**src/rtl/fpdiv_seq.sv**
```systemverilog
// Sequential sign-magnitude fixed-point divider: radix-2 restoring division,
// one quotient bit per cycle, with saturation and divide-by-zero flagging.
module fpdiv_seq #(
    parameter int N = 32,
    parameter int Q = 15
) (
    input  logic         clk,
    input  logic         rst,
    input  logic         start,
    input  logic [N-1:0] a,
    input  logic [N-1:0] b,
    output logic [N-1:0] c,
    output logic         busy,
    output logic         done,
    output logic         ovf,
    output logic         dz
);
    localparam int ITER = N - 1 + Q;
    localparam int CW   = $clog2(N + Q);
    localparam logic [CW-1:0] LAST = CW'(ITER);

    localparam logic [1:0] S_IDLE = 2'd0;
    localparam logic [1:0] S_CALC = 2'd1;
    localparam logic [1:0] S_DONE = 2'd2;

    logic [1:0]      state;
    logic [ITER-1:0] dvd;    // dividend shifts out the top, quotient bits shift in
    logic [N-2:0]    dvs;
    logic [N-2:0]    rem;
    logic            sgn;
    logic [CW-1:0]   cnt;

    logic [N-1:0]    trial;
    logic            ge;
    logic [N-2:0]    rem_nxt;
    logic            d_zero;
    logic            q_ovf;
    logic [N-2:0]    mag;

    always_comb begin
        trial   = {rem, dvd[ITER-1]};
        ge      = (trial >= {1'b0, dvs});
        // remainder stays below dvs, so the subtraction fits in N-1 bits
        rem_nxt = ge ? (trial[N-2:0] - dvs) : trial[N-2:0];
        d_zero  = (dvs == '0);
        q_ovf   = |dvd[ITER-1:N-1];
        mag     = (d_zero || q_ovf) ? '1 : dvd[N-2:0];
    end

    assign busy = (state != S_IDLE);

    always_ff @(posedge clk or negedge rst) begin
        if (!rst) begin
            state <= S_IDLE;
            dvd   <= '0;
            dvs   <= '0;
            rem   <= '0;
            sgn   <= 1'b0;
            cnt   <= '0;
            c     <= '0;
            done  <= 1'b0;
            ovf   <= 1'b0;
            dz    <= 1'b0;
        end else begin
            case (state)
                S_IDLE: begin
                    done <= 1'b0;
                    if (start) begin
                        dvd   <= {a[N-2:0], {Q{1'b0}}};
                        dvs   <= b[N-2:0];
                        rem   <= '0;
                        sgn   <= a[N-1] ^ b[N-1];
                        cnt   <= '0;
                        state <= S_CALC;
                    end
                end
                S_CALC: begin
                    if (cnt == LAST) begin
                        // zero magnitude never carries a sign
                        c     <= {sgn & (|mag), mag};
                        ovf   <= q_ovf & ~d_zero;
                        dz    <= d_zero;
                        done  <= 1'b1;
                        state <= S_DONE;
                    end else begin
                        dvd <= {dvd[ITER-2:0], ge};
                        rem <= rem_nxt;
                        cnt <= cnt + 1'b1;
                    end
                end
                S_DONE: begin
                    done  <= 1'b0;
                    state <= S_IDLE;
                end
                default: begin
                    done  <= 1'b0;
                    state <= S_IDLE;
                end
            endcase
        end
    end
endmodule

```
**config.mk**
```make
export PLATFORM = sky130hd
export DESIGN_NAME = fpdiv_seq
export DESIGN_NICKNAME = d
export VERILOG_FILES = /design/src/rtl/fpdiv_seq.sv
export SDC_FILE = /design/constraint.sdc
export NUM_CORES = 1
export LEC_CHECK = 0
export CORE_MARGIN = 1
export CORE_UTILIZATION = 50
export CTS_BUF_LIST = sky130_fd_sc_hd__clkbuf_16
export DETAILED_ROUTE_END_ITERATION = 7
export PLACE_DENSITY_LB_ADDON = 0.1
export SYNTH_ARGS = -nofsm -noshare
export SYNTH_HDL_FRONTEND = slang
export SYNTH_SLANG_ARGS = --single-unit
```
**constraint.sdc**
```tcl
create_clock -name clk -period 7.9 [get_ports clk]
set_clock_uncertainty 0.1 [all_clocks]
set_input_delay 2.37 -clock clk [delete_from_list [all_inputs] [get_ports clk]]
set_output_delay 2.37 -clock clk [all_outputs]
set_load 0.005 [all_outputs]
```
==> results.txt, run 1 <==
The flow ran to the end, and the final reports show no timing, DRC or antenna violations. After floorplanning, the core was divided into 46 placement rows. Synthesis produced a netlist whose cell count is 876. The H-tree generated during clock tree synthesis spans 4 levels. Summed over all failing endpoints, the final setup total negative slack is 0 ps. Along the worst path, the maximum fanout reaches 86. The post-route total power is 5.10 mW. The clock-pin transition on the worst setup and hold timing paths is 60 ps, and the worst setup margin is 2970 ps. The clock reaches the later pin of the worst-skew pair after 430 ps. The logs give 0 for the total count of hold-check failures in the final report and 0.908 for the placer congestion estimate. Once the clock tree was built, the setup fixing pass inserted 0 buffers. For this design the static power due to leakage is 4.51 nW.

The repair_antennas step left the layout with diodes totalling 0. Cells fill 62.6% of the core in the end. Summed over its instances, the top area cell type makes up 46.6% of the synthesized netlist area. The count of hold-fix buffers inserted at cts is 0.

The library cell used most frequently in the layout, excluding fill and tap cells, is dfrtp_1. In this run, CTS created clock tree buffers numbering 17. Setup violations remaining at the end of the flow were counted as 0.

The area growth from synthesis to final layout was 22.1%; the number of resized instances in the post-cts repair step was 0. The first routing iteration left 602 violations. The run gives 1054 as the net total in the final layout.

The number of flops mapped to enable cells by yosys works out to 0. Of the cells placed in the final design, the portion with a size suffix greater than 1 is 6.31%. Layer carrying the most global-route usage: met2. The pin count of the biggest net entering global routing is 90.

The logs give 6412 for the via count of the first global-routing pass and 3690 ps for the flop-to-flop setup slack. The TritonCTS sink count came out at 152. The library cells used most frequently in the layout, excluding fill and tap cells, are 152 x dfrtp_1, 124 x nand2_1, 101 x clkdlybuf4s50_1. Measured in cells, the most critical reg-to-reg path has a length of 13. The run gives 15900 um2 as the area of the core region.

Summing over every cut layer, the via total after detailed routing is 6719. The tools report the data arrival time of the critical path as 5120 ps. The worst-margin pin slew works out to 1060 ps. Width of the die: 130 um. The number of I/O port buffers was 102.

Synthesis inferred 152 register bits. The critical path is of the in2reg type. When the netlist entered floorplanning its net count stood at 977. IR analysis of the VDD net gives a maximum drop of 0.000209 V.

The proportion of synthesized flip-flops having asynchronous set or reset is 100%, and the count of warnings emitted by yosys is 0. The wire-length estimate of the detail-placed layout is 13.5 mm. Setup repair after global routing left no endpoint under its margin. The endpoint identified for the worst register-to-register timing path is rem[21]. Data on the critical path is required at its endpoint by 8090 ps. The first-pass iteration count of the detailed router was 5. For the number of max-slew violations in the final report, the log shows 0. The start point of the worst min-delay path was c[1]. The tools report the full die area as 16900 um2. Prior to clock tree synthesis, the placed netlist has a worst setup slack of 2540 ps. The worst hold path belongs to the class reg2reg. The leading area contributor after synthesis was dfrtp_1.

The number of inserted filler cells in the final layout is 1345, and the post-layout minimum cycle time is 4930 ps. The worst setup path is launched from a primary input. The critical path capture point type was a flip-flop. Clock root buffer: clkbuf_16.

In the post-synthesis netlist, the biggest area contributors are dfrtp_1 47%, o21ai_0 5.7%, nand2_1 5.7%. The tools report the number of placed I/O pins as 103. For this run, global-route usage on met3 was measured as 3.85%. The finished layout holds 1182 standard cells, fillers aside. Measured against its own limit, the worst slew margin works out to 28.9%. Cell count after placement: 1150.

For this configuration, the core starts out at a cell density of 51.2%. Once detail routing completed, the nets flagged for antenna violations numbered 0. Synthesized area per cell: 9.32 um2. The worst hold path terminates at c[1]. The total grt overflow came out at 0.

Wires add up to 19.6 mm. For this run, global-route usage on met1 was measured as 35.8%. TritonCTS built the clock tree.

The cell depth of the worst min-delay path works out to 1. The most used flip-flop cell after synthesis is dfrtp_1. The tool flagged a number of max-cap violations equal to 0. For this run, the total global-route usage over all layers was measured as 24.7%. In this run the critical register-to-register path is launched from dvd[45]. For this run, design rule violations remaining after detail routing come to 0.

The top achievable clock speed came out at 0.203 GHz. The initial antenna violation count was 0. Vias per cell: 5.68. The logs give 8170 um2 for the post-synthesis instance area and 2 for the maximum count of clock buffers along a single path.

The routed wirelength normalized by instance count works out to 16.6 um. The number of different library cells used by synthesis comes to 60. The run gives 46.6% as the sequential share of the synthesized area. The tools report the met2 demand-to-capacity share in global routing as 37.4%. Of the available clock period, the critical path in the final layout requires 62.4%. The first global-routing pass estimated 32.3 mm of wire.

Measured along the y axis, the die boundary spans 130 um. For this design the ratio of total power to cell area is 511 nW/um2.
==> registers in the layout, indices dropped and copies added, names as in the netlist <==
register	cells
dvd	46
c	32
dvs	31
rem	31
cnt	6
state	2
done	1
dz	1
ovf	1
sgn	1
==> synth_stat cells, types with 3 or more instances <==
library cell,number
o21a_1,6
a2111oi_0,3
a21o_1,14
o21bai_1,4
o41ai_1,3
inv_1,43
mux2i_1,40
o22a_1,30
nor3_1,10
xnor2_1,13
buf_1,8
o211ai_1,12
a221o_1,3
buf_2,8
nand3_1,53
xor2_1,14
or2_2,4
o21ai_1,4
a32oi_1,3
and2_1,6
a31o_2,3
nor4_1,17
a21oi_1,41
o21ai_0,93
ha_1,33
nand4_1,11
and3_1,5
nand2_1,124
dfrtp_1,152
nand2b_1,4
nor2_1,32
a211oi_1,3
clkbuf_1,35
nor2b_1,7
mux2_2,3
==> report_power, final <==
group	internal [mW]	switching, mW	leakage, nW	total (mW)
registers	1.14	0.273	1.94	1.41
clock network	0.543	0.362	0.316	0.905
logic	1.19	1.59	2.25	2.78
total	2.87	2.22	4.51	5.10
==> per-stage QoR <==
stage	hold slack [ps]	area [um2]
detailed placement	396	9330
CTS	411	9980
global route	420	9980
global placement	391	9330
floorplan	354	8170
finish	405	9980
==> how the worst max path moves through the flow <==
stage,slack (ps),startpoint,to,depth (start not counted)
final,2970,start,cnt[5],10
after global routing,2740,start,cnt[5],10
after floorplan,4170,start,dvd[43],6
after detailed placement,2540,start,cnt[5],10
after global placement,2620,start,cnt[5],10
after CTS,2980,start,cnt[5],10
==> cell type report <==
class                           instances  area [um2]  share of cell area (%)
Multi-Input combinational cell        629        4010                    40.2
Sequential cell                       152        3800                    38.1
Timing Repair Buffer                  110        1080                    10.8
Clock buffer                           17         425                    4.26
Tap cell                              216         270                    2.71
Clock inverter                         15         223                    2.23
Inverter                               43         161                    1.62
==> routing by layer <==
layer / part of all wire, % / routed length, um
met2: 45 / 8830
met1: 48 / 9490
met4: 2.2 / 439
met5: 0 / 0
met3: 4.4 / 869
==> kinds of logic after synthesis <==
| kind of cell | Yosys count | share of synthesized area, % |
|---|---|---|
| AO/OA/AOI/OAI | 242 | 19.1 |
| XOR/XNOR | 27 | 2.90 |
| adder cells (fa/ha/maj) | 34 | 5.30 |
| buffers and inverters | 95 | 4.53 |
| flip-flops | 152 | 46.6 |
| multiplexers | 43 | 5.32 |
| AND/OR/NAND/NOR | 283 | 16.3 |
==> worst max-delay path: stages <==
cell and delay (ps):
clkdlybuf4s50_1 470, and2_2 130, buf_4 480, nor2_4 60
buf_4 360, inv_1 480, nand4_1 190, or2_2 340
xor2_1 140, nor2_1 50
Power figures use the tool's default switching activity.
==> inputs of run 2 (changes only) <==
==> constraint.sdc (replaced) <==
create_clock -name clk -period 4.13 [get_ports clk]
set_clock_uncertainty 0.1 [all_clocks]
set_input_delay 1.239 -clock clk [delete_from_list [all_inputs] [get_ports clk]]
set_output_delay 1.239 -clock clk [all_outputs]
set_load 0.005 [all_outputs]
==> results.txt, run 2 (same netlist as run 1, synthesis figures left out) <==
The run finished with clean final reports. Counting along the longest clock path gives a buffer depth of 2. Total number of placement rows: 46. The number of resized instances in the post-cts repair step is 0, and the post-layout minimum cycle time is 3520 ps. The worst-margin pin slew was 1160 ps; the worst supply voltage drop on vdd was 0.000505 V. The worst pin sits at a relative slew slack of 22.7%.

Setup repair after global routing left no endpoint under its margin. The share of the cycle needed by the critical path after routing works out to 85.2%. The run gives 0 as the number of antenna cells inserted. Count of hold-fix buffers inserted at cts: 0. After global routing the overflow that remains totals 0. From left edge to right edge, the die measures 130 um.

Area of the core region: 15900 um2. For the leakage power figure, the log shows 4.47 nW. The type of the setup path with the least slack was reg2reg. The tools report the global router's overall resource usage as 25.0%. The critical path capture point type was a flip-flop.

The vias per cell is 5.76. For this run, the slowest stage of the critical path takes 420 ps. The library cell used most frequently in the layout, excluding fill and tap cells, is dfrtp_1. Data on the critical path is required at its endpoint by 4330 ps. The number of max-slew violations in the final report was 0. The number of nets still failing antenna checks after routing came out at 0. Clock root buffer: clkbuf_16. Number of placed I/O pins: 103. The placer congestion estimate is 0.950, and the clock latency of the later-clocked register in the worst-skew pair is 430 ps.

In this run, the number of DRC markers left after iteration 0 of detailed routing was 584. The net total in the final layout is 1055. The run gives 8.97 mm as the routed length on met2. Traced cell by cell, the critical path runs through inv_1 > ha_1 > inv_1 > fa_1 > a21o_1 > a221oi_2 > a2111oi_0 > a21oi_1 > a31o_2 > buf_4 > nor2_1 > a221o_1. Counting stages on the worst path, the most repeated cell is inv_1.

The tools report the initial antenna violation count as 0. The logs give 6 for the first-pass iteration count of the detailed router and 403 ps for the worst hold slack. The tools report the setup TNS as 0 ps. The tightest min-delay check is of the reg2reg type.

The tree built by TritonCTS fans out to 152 sinks. STA puts the critical path data arrival time at 3720 ps. The register with the most flip-flops in the layout has 46 of them. The register with the most flip-flops in the final layout is dvd. The via count of the first global-routing pass was 6421.

The largest registers in the layout are dvd x46, c x32. The fraction of layout cells with a size suffix above 1 was 6.00%; the routed wirelength normalized by instance count was 17.0 um. The total length of routed met3 wires was 1.05 mm. In this run, CTS created clock tree buffers numbering 17. The uppermost layer routed is met4.

The final layout contains routed wiring with a total length of 20.1 mm. The floorplan step set the die height to 130 um. TritonCTS built the clock tree. In the layout the commonest cells are 152 x dfrtp_1, 124 x nand2_1, 101 x clkdlybuf4s50_1. Wire length of the first global-routing pass: 32.8 mm. Compared with the post-synthesis result, the final layout area differs by 21.2%.

For this configuration, the core starts out at a cell density of 51.2%. In this run the tool buffered the top-level ports with 102 buffer cells. STA classifies the critical path startpoint as a flip-flop. Clock-pin slew was measured on the worst setup and hold paths at 60 ps. The number of buffers inserted by post-CTS setup repair came out at 0.

Setup violations remaining at the end of the flow were counted as 0. The H-tree depth was 4. Entering global routing, the biggest net connects 86 pins.

The total routed wire length on the met1 layer is 9.83 mm, and the top achievable clock speed is 0.284 GHz. Max-cap violations in this run came to 0. The power density over the cells works out to 962 nW/um2. Detailed placement finished with a half-perimeter wire length of 14.1 mm. For the post-detailed-route DRC marker count, the log shows 0.

The number of inserted filler cells in the final layout came out at 1341. The via count is 6813, and the total count of hold-check failures in the final report is 0. The slowest stage of the critical path belongs to the cell a31o_2.

The top fanout value on the critical path is 32, and the full die area is 16900 um2.
==> run 2: critical path, delay by kind of cell (launching register included) <==
kind	cells	cell delay, ps
flops	1	410
buf+inv	3	540
fa+ha+maj	2	570
compound gates	6	1650
simple gates	1	130
==> run 2: area by class of cell <==
| class | instances | area (um2) | share of cell area, % |
|---|---|---|---|
| tap | 216 | 270 | 2.73 |
| inverter | 43 | 161 | 1.63 |
| multi-input combinational | 629 | 4010 | 40.5 |
| sequential | 152 | 3800 | 38.4 |
| clock buffer | 17 | 425 | 4.30 |
| clock inverter | 14 | 126 | 1.28 |
| timing repair buffer | 111 | 1100 | 11.1 |
==> run 2: stage by stage <==
| step | setup WS [ps] | power (mW) | instance area, um2 | cells | utilization [%] |
|---|---|---|---|---|---|
| final | 609 | 9.52 | 9900 | 1182 | 62.1 |
| after global routing | 395 | 10.3 | 9900 | 1182 | 62.1 |
| after CTS | 619 | 9.50 | 9900 | 1182 | 62.1 |
| after detailed placement | 637 | 7.98 | 9350 | 1151 | 58.6 |
| after global placement | 773 | 7.82 | 9350 | 1151 | 58.6 |
| after floorplan | 1280 | 6.63 | 8170 | 876 | - |
==> run 2: path summary, 6_finish.rpt <==
path	startpoint	slack, ps	end	depth (start not counted)
min	done	400	done	1
min reg2reg	done	400	done	1
min in group asynchronous	rst	680	rem[29]	1
max reg2reg	dvd[45]	610	rem[29]	12
max in group asynchronous	rst	2430	dvs[16]	2
max	dvd[45]	610	rem[29]	12
==> run 2: routing by layer <==
metal,vias to the layer above,track usage [%]
met4,0,7.39
met2,191,38.3
met5,-,0
met3,20,4.51
li1,3288,-
met1,3314,36.2
==> run 2: power breakdown <==
part	leakage (nW)	switching, mW	internal, mW
sequential	1.94	0.516	2.17
combinational	2.26	3.08	2.29
clock	0.269	0.638	0.830
==> inputs of run 3 (changes only) <==
--- a/config.mk
+++ b/config.mk
@@ -8,8 +8,10 @@
 export CORE_MARGIN = 1
 export CORE_UTILIZATION = 50
 export CTS_BUF_LIST = sky130_fd_sc_hd__clkbuf_16
+export CTS_CLUSTER_SIZE = 28
 export DETAILED_ROUTE_END_ITERATION = 7
 export PLACE_DENSITY_LB_ADDON = 0.1
 export SYNTH_ARGS = -nofsm -noshare
 export SYNTH_HDL_FRONTEND = slang
 export SYNTH_SLANG_ARGS = --single-unit
+export TNS_END_PERCENT = 5
==> results of run 3 <==
Same layout as run 2: the final DEF is identical, and so are final timing and power.
